### config.mk
export PLATFORM = sky130hd
export DESIGN_NAME = csr_access_ctrl_flat
export DESIGN_NICKNAME = d
export VERILOG_FILES = /design/src/rtl/csr_access_ctrl_if.sv /design/src/rtl/csr_access_ctrl.sv /design/src/flat_wrapper.sv
export SDC_FILE = /design/constraint.sdc
export NUM_CORES = 1
export LEC_CHECK = 0
export CAP_MARGIN = 25
export CORE_ASPECT_RATIO = 1.5
export CORE_MARGIN = 10
export CORE_UTILIZATION = 40
export CTS_CLUSTER_DIAMETER = 120
export DETAILED_ROUTE_END_ITERATION = 6
export GPL_TIMING_DRIVEN = 0
export PLACE_DENSITY = 0.76
export SYNTH_ARGS = -nofsm -noshare
export SYNTH_HDL_FRONTEND = slang
export SYNTH_SLANG_ARGS = --single-unit
### constraint.sdc
create_clock -name clock -period 1.9 [get_ports clock]
set_input_delay 0.475 -clock clock [delete_from_list [all_inputs] [get_ports clock]]
set_output_delay 0.475 -clock clock [all_outputs]
set_load 0.02 [all_outputs]
### src/rtl/csr_access_ctrl_if.sv
// csr_access_ctrl_if: bundles the IDU-side op input, the CSR file port and the WBU result port.
//  master: the controller (drives in_ready, csr_* requests, out_* results)
//  slave : the surrounding pipeline and CSR file
interface csr_access_ctrl_if #(
    parameter int XLEN   = 32,
    parameter int ADDR_W = 12
);
    logic              in_valid;
    logic              in_ready;
    logic [2:0]        in_op;
    logic [ADDR_W-1:0] in_csr_addr;
    logic [XLEN-1:0]   in_src;
    logic [4:0]        in_rs1_idx;
    logic [4:0]        in_rd;
    logic [XLEN-1:0]   in_pc;
    logic [ADDR_W-1:0] csr_raddr;
    logic [XLEN-1:0]   csr_rdata;
    logic              csr_wen;
    logic [ADDR_W-1:0] csr_waddr;
    logic [XLEN-1:0]   csr_wdata;
    logic              csr_ecall;
    logic              csr_mret;
    logic [XLEN-1:0]   csr_pc;
    logic [XLEN-1:0]   csr_mtvec;
    logic [XLEN-1:0]   csr_mepc;
    logic              out_valid;
    logic              out_ready;
    logic [4:0]        out_rd;
    logic              out_rd_wen;
    logic [XLEN-1:0]   out_rd_wdata;
    logic              out_redirect;
    logic [XLEN-1:0]   out_redirect_pc;
    logic              out_illegal;
    modport master (
        input  in_valid, in_op, in_csr_addr, in_src, in_rs1_idx, in_rd, in_pc,
               csr_rdata, csr_mtvec, csr_mepc, out_ready,
        output in_ready, csr_raddr, csr_wen, csr_waddr, csr_wdata, csr_ecall, csr_mret, csr_pc,
               out_valid, out_rd, out_rd_wen, out_rd_wdata, out_redirect, out_redirect_pc, out_illegal
    );
    modport slave (
        output in_valid, in_op, in_csr_addr, in_src, in_rs1_idx, in_rd, in_pc,
               csr_rdata, csr_mtvec, csr_mepc, out_ready,
        input  in_ready, csr_raddr, csr_wen, csr_waddr, csr_wdata, csr_ecall, csr_mret, csr_pc,
               out_valid, out_rd, out_rd_wen, out_rd_wdata, out_redirect, out_redirect_pc, out_illegal
    );
endinterface

### src/rtl/csr_access_ctrl.sv
// csr_access_ctrl: sequences one Zicsr read-modify-write or ecall/mret op against the CSR file.
//  clock, reset (async, active-low); bus: csr_access_ctrl_if master (op in, CSR port, WBU result out)
module csr_access_ctrl #(
    parameter int XLEN   = 32,
    parameter int ADDR_W = 12
) (
    input logic clock,
    input logic reset,
    csr_access_ctrl_if.master bus
);
    localparam logic [2:0] OP_RW = 3'b001, OP_RS = 3'b010, OP_RC = 3'b011, OP_ECALL = 3'b100, OP_MRET = 3'b101;
    typedef enum logic [2:0] {IDLE, READ, WRITE, TRAP, RESP} state_t;
    state_t            state;
    logic [2:0]        op;
    logic [ADDR_W-1:0] addr;
    logic [XLEN-1:0]   src, pc, old_v, new_v;
    logic [4:0]        rs1, rd;
    logic              we;
    always_comb begin
        new_v = op == OP_RW ? src : op == OP_RS ? (bus.csr_rdata | src) : (bus.csr_rdata & ~src);
        we    = op == OP_RW || rs1 != 5'd0;
    end
    assign bus.in_ready  = state == IDLE;
    assign bus.csr_raddr = addr;
    assign bus.csr_waddr = addr;
    assign bus.csr_pc    = pc;
    always_ff @(posedge clock or negedge reset) begin
        if (!reset) begin
            state               <= IDLE;
            op                  <= '0;
            addr                <= '0;
            src                 <= '0;
            pc                  <= '0;
            old_v               <= '0;
            rs1                 <= '0;
            rd                  <= '0;
            bus.csr_wen         <= 1'b0;
            bus.csr_wdata       <= '0;
            bus.csr_ecall       <= 1'b0;
            bus.csr_mret        <= 1'b0;
            bus.out_valid       <= 1'b0;
            bus.out_rd          <= '0;
            bus.out_rd_wen      <= 1'b0;
            bus.out_rd_wdata    <= '0;
            bus.out_redirect    <= 1'b0;
            bus.out_redirect_pc <= '0;
            bus.out_illegal     <= 1'b0;
        end else begin
            case (state)
                IDLE: if (bus.in_valid) begin
                    op         <= bus.in_op;
                    addr       <= bus.in_csr_addr;
                    src        <= bus.in_src;
                    rs1        <= bus.in_rs1_idx;
                    rd         <= bus.in_rd;
                    pc         <= bus.in_pc;
                    bus.out_rd <= bus.in_rd;
                    if (bus.in_op == OP_RW || bus.in_op == OP_RS || bus.in_op == OP_RC) state <= READ;
                    else if (bus.in_op == OP_ECALL || bus.in_op == OP_MRET) begin
                        bus.csr_ecall <= bus.in_op == OP_ECALL;
                        bus.csr_mret  <= bus.in_op == OP_MRET;
                        state         <= TRAP;
                    end else begin
                        bus.out_valid   <= 1'b1;
                        bus.out_illegal <= 1'b1;
                        state           <= RESP;
                    end
                end
                READ: begin
                    old_v <= bus.csr_rdata;
                    // writing a read-only CSR (addr[11:10]==11) is refused before any strobe
                    if (we && addr[ADDR_W-1 -: 2] == 2'b11) begin
                        bus.out_valid   <= 1'b1;
                        bus.out_illegal <= 1'b1;
                        state           <= RESP;
                    end else begin
                        bus.csr_wen   <= we;
                        bus.csr_wdata <= we ? new_v : '0;
                        state         <= WRITE;
                    end
                end
                WRITE: begin
                    bus.csr_wen      <= 1'b0;
                    bus.csr_wdata    <= '0;
                    bus.out_valid    <= 1'b1;
                    bus.out_rd_wen   <= rd != 5'd0;
                    bus.out_rd_wdata <= old_v;
                    state            <= RESP;
                end
                TRAP: begin
                    bus.csr_ecall       <= 1'b0;
                    bus.csr_mret        <= 1'b0;
                    bus.out_redirect_pc <= op == OP_ECALL ? bus.csr_mtvec : bus.csr_mepc;
                    bus.out_redirect    <= 1'b1;
                    bus.out_valid       <= 1'b1;
                    state               <= RESP;
                end
                RESP: if (bus.out_ready) begin
                    bus.out_valid    <= 1'b0;
                    bus.out_rd_wen   <= 1'b0;
                    bus.out_redirect <= 1'b0;
                    bus.out_illegal  <= 1'b0;
                    state            <= IDLE;
                end
                default: state <= IDLE;
            endcase
        end
    end
endmodule

### src/flat_wrapper.sv
// flat-port wrapper written by rule: the top's interface ports become plain ports
module csr_access_ctrl_flat 
#(
    parameter int XLEN   = 32,
    parameter int ADDR_W = 12
)
  (clock, reset, bus_in_valid, bus_in_op, bus_in_csr_addr, bus_in_src, bus_in_rs1_idx, bus_in_rd, bus_in_pc, bus_csr_rdata, bus_csr_mtvec, bus_csr_mepc, bus_out_ready, bus_in_ready, bus_csr_raddr, bus_csr_wen, bus_csr_waddr, bus_csr_wdata, bus_csr_ecall, bus_csr_mret, bus_csr_pc, bus_out_valid, bus_out_rd, bus_out_rd_wen, bus_out_rd_wdata, bus_out_redirect, bus_out_redirect_pc, bus_out_illegal);
  csr_access_ctrl_if #(.XLEN(XLEN), .ADDR_W(ADDR_W)) bus_i ();
  input logic clock;
  input logic reset;
  input wire logic [$bits(bus_i.in_valid)-1:0] bus_in_valid;
  input wire logic [$bits(bus_i.in_op)-1:0] bus_in_op;
  input wire logic [$bits(bus_i.in_csr_addr)-1:0] bus_in_csr_addr;
  input wire logic [$bits(bus_i.in_src)-1:0] bus_in_src;
  input wire logic [$bits(bus_i.in_rs1_idx)-1:0] bus_in_rs1_idx;
  input wire logic [$bits(bus_i.in_rd)-1:0] bus_in_rd;
  input wire logic [$bits(bus_i.in_pc)-1:0] bus_in_pc;
  input wire logic [$bits(bus_i.csr_rdata)-1:0] bus_csr_rdata;
  input wire logic [$bits(bus_i.csr_mtvec)-1:0] bus_csr_mtvec;
  input wire logic [$bits(bus_i.csr_mepc)-1:0] bus_csr_mepc;
  input wire logic [$bits(bus_i.out_ready)-1:0] bus_out_ready;
  output wire logic [$bits(bus_i.in_ready)-1:0] bus_in_ready;
  output wire logic [$bits(bus_i.csr_raddr)-1:0] bus_csr_raddr;
  output wire logic [$bits(bus_i.csr_wen)-1:0] bus_csr_wen;
  output wire logic [$bits(bus_i.csr_waddr)-1:0] bus_csr_waddr;
  output wire logic [$bits(bus_i.csr_wdata)-1:0] bus_csr_wdata;
  output wire logic [$bits(bus_i.csr_ecall)-1:0] bus_csr_ecall;
  output wire logic [$bits(bus_i.csr_mret)-1:0] bus_csr_mret;
  output wire logic [$bits(bus_i.csr_pc)-1:0] bus_csr_pc;
  output wire logic [$bits(bus_i.out_valid)-1:0] bus_out_valid;
  output wire logic [$bits(bus_i.out_rd)-1:0] bus_out_rd;
  output wire logic [$bits(bus_i.out_rd_wen)-1:0] bus_out_rd_wen;
  output wire logic [$bits(bus_i.out_rd_wdata)-1:0] bus_out_rd_wdata;
  output wire logic [$bits(bus_i.out_redirect)-1:0] bus_out_redirect;
  output wire logic [$bits(bus_i.out_redirect_pc)-1:0] bus_out_redirect_pc;
  output wire logic [$bits(bus_i.out_illegal)-1:0] bus_out_illegal;
  assign bus_i.in_valid = bus_in_valid;
  assign bus_i.in_op = bus_in_op;
  assign bus_i.in_csr_addr = bus_in_csr_addr;
  assign bus_i.in_src = bus_in_src;
  assign bus_i.in_rs1_idx = bus_in_rs1_idx;
  assign bus_i.in_rd = bus_in_rd;
  assign bus_i.in_pc = bus_in_pc;
  assign bus_i.csr_rdata = bus_csr_rdata;
  assign bus_i.csr_mtvec = bus_csr_mtvec;
  assign bus_i.csr_mepc = bus_csr_mepc;
  assign bus_i.out_ready = bus_out_ready;
  assign bus_in_ready = bus_i.in_ready;
  assign bus_csr_raddr = bus_i.csr_raddr;
  assign bus_csr_wen = bus_i.csr_wen;
  assign bus_csr_waddr = bus_i.csr_waddr;
  assign bus_csr_wdata = bus_i.csr_wdata;
  assign bus_csr_ecall = bus_i.csr_ecall;
  assign bus_csr_mret = bus_i.csr_mret;
  assign bus_csr_pc = bus_i.csr_pc;
  assign bus_out_valid = bus_i.out_valid;
  assign bus_out_rd = bus_i.out_rd;
  assign bus_out_rd_wen = bus_i.out_rd_wen;
  assign bus_out_rd_wdata = bus_i.out_rd_wdata;
  assign bus_out_redirect = bus_i.out_redirect;
  assign bus_out_redirect_pc = bus_i.out_redirect_pc;
  assign bus_out_illegal = bus_i.out_illegal;
  csr_access_ctrl #(.XLEN(XLEN), .ADDR_W(ADDR_W)) u_core (.clock(clock), .reset(reset), .bus(bus_i));
endmodule
==> flow_summary.yaml, run 1 <==
run_status:
  status: "complete, but fails checks"
  violations: "setup timing"
logic_synthesis:
  yosys-top-cells-count: "dfrtp_1 (227), nand2_1 (166), mux2_2 (120)"
  yosysWarnings: 0
  synth_area_leaders: "dfrtp_1 (60%), mux2_2 (14%), mux2i_1 (6.8%), nand2_1 (6.6%), a22o_1 (3.0%)"
  yosysMostFrequentCell: "dfrtp_1"
  synth_nets: 942
  ys_seq_area_share_pct: 60.17
  synth_edf_count: 0
  ys_ff_latch: 227
  synthArstFlopShare_pct: 100.0
  synth_area_per_cell_um2: 12.54
  yosysUniqueCellTypes: 35
  synth_area_leader_cell: "dfrtp_1"
  synth_top_area_share_pct: 60.17
  synthCells: 753
  syn_area_um2: 9440
  synthFlopType: "dfrtp_1"
floorplan:
  io_pins: 354
  initial_utilization_pct: 40.79
  rows: 68
  die_h_um: 208.2
  dieArea_um2: 30270
  fp.dieW_um: 145.4
  core_area_um2: 23140
timing:
  fin_ws_ns: -0.08718
  max_freq_mhz: 503.2
  relSlewSlack_pct: 64.73
  worstMarginPinSlew_ns: 0.5291
  fin_crit_sh_pct: 104.6
  final.setup.tns_ns: -1.474
  hold_viol_final: 0
  fin_crit_ns: 1.987
  rsz0062_at_grt: "true"
  skew_ns: 0.01122
  setup_viol_count_final: 24
  slew_violations: 0
worst_setup_path:
  ff2ff_path_depth: 7
  crit_path_start_kind: "flop"
  r2r_slack_ns: -0.09
  path_class: "reg2reg"
  worst_r2r_startpoint: "u_core.state[2]$_DFFE_PN0P_"
  required_ns: 2.29
  worstPathArrival_ns: 2.37
  cp_max_fo: 5
  cp-end-kind: "flop"
  rr_endpoint: "u_core.bus.csr_wdata[2]$_DFFE_PN0P_"
place:
  finalWeightedCongestion: 0.8146
  place_area_um2: 13440
  dp_slack_ns: -0.4820
  place_hpwl_um: 23540
  numPortBuffers: 353
layout:
  final_area_um2: 14280
  nFillCells: 1965
  insertedDiodeCount: 0
  nets: 1330
  multiInputGateArea_um2: 3458
  regArea_um2: 5683
  syn2layout_area_growth_pct: 51.23
  drive_gt1_share_pct: 19.97
  fin_util_pct: 61.69
grt:
  grt_max_degree: 97
  antenna_found_initial: 1
  track_usage_pct: 19.57
  grt_pass1_wl_um: 47400
  grt_pass1_vias: 7911
  grt_overflow: 0
clock_tree:
  ctsRootBufferMaster: "clkbuf_16"
  clkSinkCount: 227
  cts_tree: "yes"
  clock_latency_ns: 0.50
  clock_path_buffers: 3
  htreeDepth: 1
  numCtsBuffers: 23
  clkTransAtPathRegs_ns: 0.06
worst_hold_path:
  hold-path-cell-count: 2
  min-delay-start: "u_core.old_v[4]$_DFFE_PN0P_"
  hold_end: "u_core.old_v[4]$_DFFE_PN0P_"
  worstHoldPathType: "reg2reg"
power_and_ir_drop:
  power_density_nw_per_um2: 1716
  p_leak_uw: 0.006618
  ir_drop_v: 0.0008768
  finalPower_uw: 24490
routing:
  ant_nets: 0
  dr.pass1.iters: 5
  vias: 7201
  drc_errors: 0
  drt_iter0_drc: 233
  vias_per_cell: 4.892
  wl_per_cell_um: 20.75
  routed_wl_um: 30550
flow_run:
  drv_cap: 0
stage by stage:
step,std cells,hold slack [ns]
after floorplan,753,0.1794
after global placement,1421,0.4516
after detailed placement,1423,0.4464
after CTS,1471,0.4723
after global routing,1472,0.4925
final,1472,0.4686
cell usage in the layout, fill, tap and decap left out, types with 2 or more instances in the layout:
cell type          n
dfrtp_1          225
clkdlybuf4s50_1  187
nand2_1          166
dlygate4sd2_1    162
mux2_2           120
mux2i_1           64
o21ai_0           32
a22o_1            32
buf_4             23
clkbuf_16         23
clkbuf_1          14
buf_6             10
nor2_1            10
clkinv_2           7
clkbuf_2           6
buf_2              5
nor3_1             5
clkbuf_4           5
a21oi_1            4
clkbuf_8           4
bufinv_16          4
buf_16             4
mux2_1             3
buf_8              3
nand3_1            3
or3b_1             2
a21oi_4            2
nor2b_1            2
nand3b_1           2
a31o_2             2
clkdlybuf4s15_1    2
dfrtp_2            2
critical path, cell delays in order (launching register included):
cell and delay, ns:
dfrtp_2 0.42, or3b_1 0.39, buf_6 0.13, nor4b_4 0.32
a211oi_4 0.07, buf_6 0.17, buf_16 0.15, a22o_1 0.22
worst max-delay path by stage:
stage | from | endpoint | slack [ns] | cells after the start
3_3_place_gp | reset | u_core.bus.csr_raddr[1]$_DFFE_PN0P_ | -9.33 | 1
3_5_place_dp | u_core.state[2]$_DFFE_PN0P_ | u_core.bus.csr_wdata[19]$_DFFE_PN0P_ | -0.48 | 6
5_1_grt | u_core.state[2]$_DFFE_PN0P_ | u_core.bus.csr_wdata[8]$_DFFE_PN0P_ | -0.13 | 7
6_report | u_core.state[2]$_DFFE_PN0P_ | u_core.bus.csr_wdata[2]$_DFFE_PN0P_ | -0.09 | 7
2_1_floorplan | u_core.state[1]$_DFFE_PN0P_ | u_core.src[0]$_DFFE_PN0P_ | 0.02 | 7
4_1_cts | u_core.rs1[0]$_DFFE_PN0P_ | u_core.bus.csr_wdata[7]$_DFFE_PN0P_ | -0.1 | 6
state kept, by name, summed over array words and instances (netlist names):
| signal | flops |
|---|---|
| u_core.bus.csr_ecall | 1 |
| u_core.op | 3 |
| u_core.bus.csr_raddr | 12 |
| u_core.bus.out_rd_wdata | 32 |
| u_core.bus.csr_pc | 32 |
| u_core.bus.out_valid | 1 |
| u_core.src | 32 |
| u_core.bus.out_illegal | 1 |
| u_core.bus.out_rd_wen | 1 |
| u_core.bus.out_rd | 5 |
| u_core.bus.csr_mret | 1 |
| u_core.rs1 | 5 |
| u_core.old_v | 32 |
| u_core.bus.csr_wen | 1 |
| u_core.bus.out_redirect_pc | 32 |
| u_core.bus.csr_wdata | 32 |
| u_core.state | 3 |
| u_core.bus.out_redirect | 1 |
where the power goes:
group | internal (µW) | switching, µW
clock network | 2920 | 1910
registers | 7150 | 1360
logic | 5170 | 5980
total | 15200 | 9260
kinds of logic (layout without fill, tap and decap cells):
group                  after synthesis  count (layout)  share of synthesized area [%]
buffers and inverters               61             465                          3.565
XOR/XNOR                             1               1                        0.09279
AND/OR/NAND/NOR                    200             200                          8.960
AO/OA/AOI/OAI                       77              77                          5.752
flip-flops                         227             227                          60.17
multiplexers                       187             187                          21.46
cell type report:
| type | count | share of cell area, % |
|---|---|---|
| well taps | 315 | 2.761 |
| flip-flops and latches | 227 | 39.81 |
| repair buffers | 366 | 24.72 |
| plain buffers | 57 | 2.787 |
| inverters | 1 | 0.02629 |
| clock inverters | 14 | 1.262 |
| multi-input cells | 465 | 24.22 |
| clock buffers | 27 | 4.417 |
routing by layer:
| metal | global-route usage [%] | wire length, µm |
|---|---|---|
| met1 | 20.65 | 10920 |
| met2 | 37.27 | 16880 |
| met3 | 4.735 | 1910 |
| met4 | 5.753 | 830 |
| met5 | 0 | 7 |
timing repair:
action,4_1_cts,5_1_grt
pin swaps,30,4
cloned,2,0
setup buffers,6,2
setup endpoints to repair,315,164
endpoints found under the hold margin,61,0
gates resized for setup,192,37
hold buffers,1,0
Power figures use the tool's default switching activity.
==> run 2: changes to the inputs <==
--- a/config.mk
+++ b/config.mk
@@ -6,13 +6,13 @@
 export NUM_CORES = 1
 export LEC_CHECK = 0
 export CAP_MARGIN = 25
-export CORE_ASPECT_RATIO = 1.5
 export CORE_MARGIN = 10
 export CORE_UTILIZATION = 40
 export CTS_CLUSTER_DIAMETER = 120
 export DETAILED_ROUTE_END_ITERATION = 6
 export GPL_TIMING_DRIVEN = 0
 export PLACE_DENSITY = 0.76
+export RECOVER_POWER = 50
 export SYNTH_ARGS = -nofsm -noshare
 export SYNTH_HDL_FRONTEND = slang
 export SYNTH_SLANG_ARGS = --single-unit
==> flow_summary.yaml, run 2 (synthesized netlist as in run 1, its figures left out) <==
layout:
  nFillCells: 1989
  fin_util_pct: 61.44
  nets: 1335
  final_cell_mix: "dfrtp_1 (227), clkdlybuf4s50_1 (187), nand2_1 (166), dlygate4sd2_1 (161), mux2_2 (120)"
  final_common_cell: "dfrtp_1"
  drive_gt1_share_pct: 19.95
  syn2layout_area_growth_pct: 51.86
clock_tree:
  ctsRootBufferMaster: "clkbuf_16"
  clkSinkCount: 227
  cts_tree: "yes"
  clock_path_buffers: 3
  clkTransAtPathRegs_ns: 0.06
  numCtsBuffers: 26
  clock_latency_ns: 0.52
  htreeDepth: 1
timing:
  fin_ws_ns: -0.1123
  slew_violations: 0
  fin_crit_sh_pct: 105.9
  fin_crit_ns: 2.012
  setup_viol_count_final: 46
  worstMarginPinSlew_ns: 0.8239
  hold_viol_final: 0
  relSlewSlack_pct: 45.08
  max_freq_mhz: 496.9
  final.setup.tns_ns: -3.305
  rsz0062_at_grt: "true"
  skew_ns: 0.01156
run_status:
  status: "complete, but fails checks"
  violations: "setup timing"
worst_setup_path:
  worstPathArrival_ns: 2.42
  cp-end-kind: "flop"
  cp_max_fo: 5
  crit_path_start_kind: "flop"
  path_class: "reg2reg"
  required_ns: 2.31
place:
  finalWeightedCongestion: 0.7903
  place_hpwl_um: 22760
  numPortBuffers: 353
floorplan:
  core_area_um2: 23330
  rows: 56
  initial_utilization_pct: 40.46
  io_pins: 354
  fp.dieW_um: 173.6
  die_h_um: 173.6
  dieArea_um2: 30150
flow_run:
  drv_cap: 0
grt:
  grt_pass1_vias: 7986
  antenna_found_initial: 1
  grt_overflow: 0
  grt_pass1_wl_um: 46860
  track_usage_pct: 19.45
  grt_max_degree: 104
routing:
  routed_wl_um: 30090
  drt_iter0_drc: 431
  ant_nets: 0
  dr.pass1.iters: 4
  vias: 7216
  drc_errors: 0
  vias_per_cell: 4.866
  wl_per_cell_um: 20.29
power_and_ir_drop:
  power_density_nw_per_um2: 1728
  ir_drop_v: 0.001010
  p_leak_uw: 0.006664
worst_hold_path:
  worstHoldPathType: "reg2reg"
==> run 2: cell types whose count changed in the layout (fill, tap and decap cells not counted), sizes merged <==
cell	delta
bufinv	-2
clkinv	-7
dlygate4sd2	-1
inv	-1
buf	+1
clkbuf	+17
clkinvlp	-1
diode	+1
==> run 2: metal layers <==
metal	vias to the layer above	share of wire (%)	GRT usage, %
li1	3364	-	-
met3	41	8.7	6.927
met5	-	0	0
met2	270	50	33.74
met1	3541	40	22.34
met4	0	2.1	5.059
==> run 2: path summary, 6_finish.rpt <==
path | start | endpoint | slack (ns) | cells past startpoint
hold / removal | u_core.old_v[5]$_DFFE_PN0P_ | u_core.old_v[5]$_DFFE_PN0P_ | 0.47 | 2
hold reg to reg | u_core.old_v[5]$_DFFE_PN0P_ | u_core.old_v[5]$_DFFE_PN0P_ | 0.47 | 2
max in group asynchronous | reset | u_core.bus.out_redirect_pc[31]$_DFFE_PN0P_ | 0.17 | 3
min in group asynchronous | reset | u_core.src[5]$_DFFE_PN0P_ | 0.62 | 2
setup / recovery | u_core.rs1[1]$_DFFE_PN0P_ | u_core.bus.csr_wdata[26]$_DFFE_PN0P_ | -0.11 | 6
setup reg to reg | u_core.rs1[1]$_DFFE_PN0P_ | u_core.bus.csr_wdata[26]$_DFFE_PN0P_ | -0.11 | 6
==> run 2: final cells by class <==
class / instances / area [µm²] / area share, %
well taps: 319 / 399.1 / 2.784
clock inverters: 3 / 65.06 / 0.4538
multi-input cells: 465 / 3453 / 24.09
flip-flops and latches: 227 / 5680 / 39.62
clock buffers: 42 / 852.1 / 5.943
inverters: 1 / 3.754 / 0.02618
diodes: 1 / 2.502 / 0.01746
plain buffers: 59 / 371.6 / 2.592
repair buffers: 366 / 3508 / 24.47
==> run 2: per-stage QoR <==
| step | cell area [µm²] | setup slack [ns] | hold slack [ns] | cells | power [µW] |
|---|---|---|---|---|---|
| finish | 14340 | -0.1123 | 0.4686 | 1483 | 24770 |
| detailed placement | 13440 | -0.4477 | 0.4373 | 1427 | 20520 |
| CTS | 14350 | -0.1863 | 0.4743 | 1482 | 25120 |
| global route | 14340 | -0.1759 | 0.4979 | 1483 | 26280 |
| floorplan | 9452 | 0.01582 | 0.1794 | 753 | 14990 |
| global placement | 13380 | -9.424 | 0.4511 | 1425 | 20260 |
==> run 2: worst max-delay path: stages, from the launching register on <==
cell	delay, ns
dfrtp_1	0.38
or4_4	0.56
nor4b_4	0.37
a211oi_4	0.08
buf_6	0.16
buf_16	0.14
a22o_1	0.21
==> run 2: what timing repair did <==
item	4_1_cts	5_1_grt
endpoints found under the hold margin	55	0
setup buffers	7	1
resized for setup	193	22
pin swaps	35	6
cloned	3	0
setup endpoints to repair	306	185
hold buffers	1	0
==> run 2: where the power goes <==
group / internal, µW / leakage (µW) / switching [µW]
combinational: 5130 / 0.00353 / 5940
clock: 3300 / 0.000455 / 1920
sequential: 7150 / 0.00268 / 1320
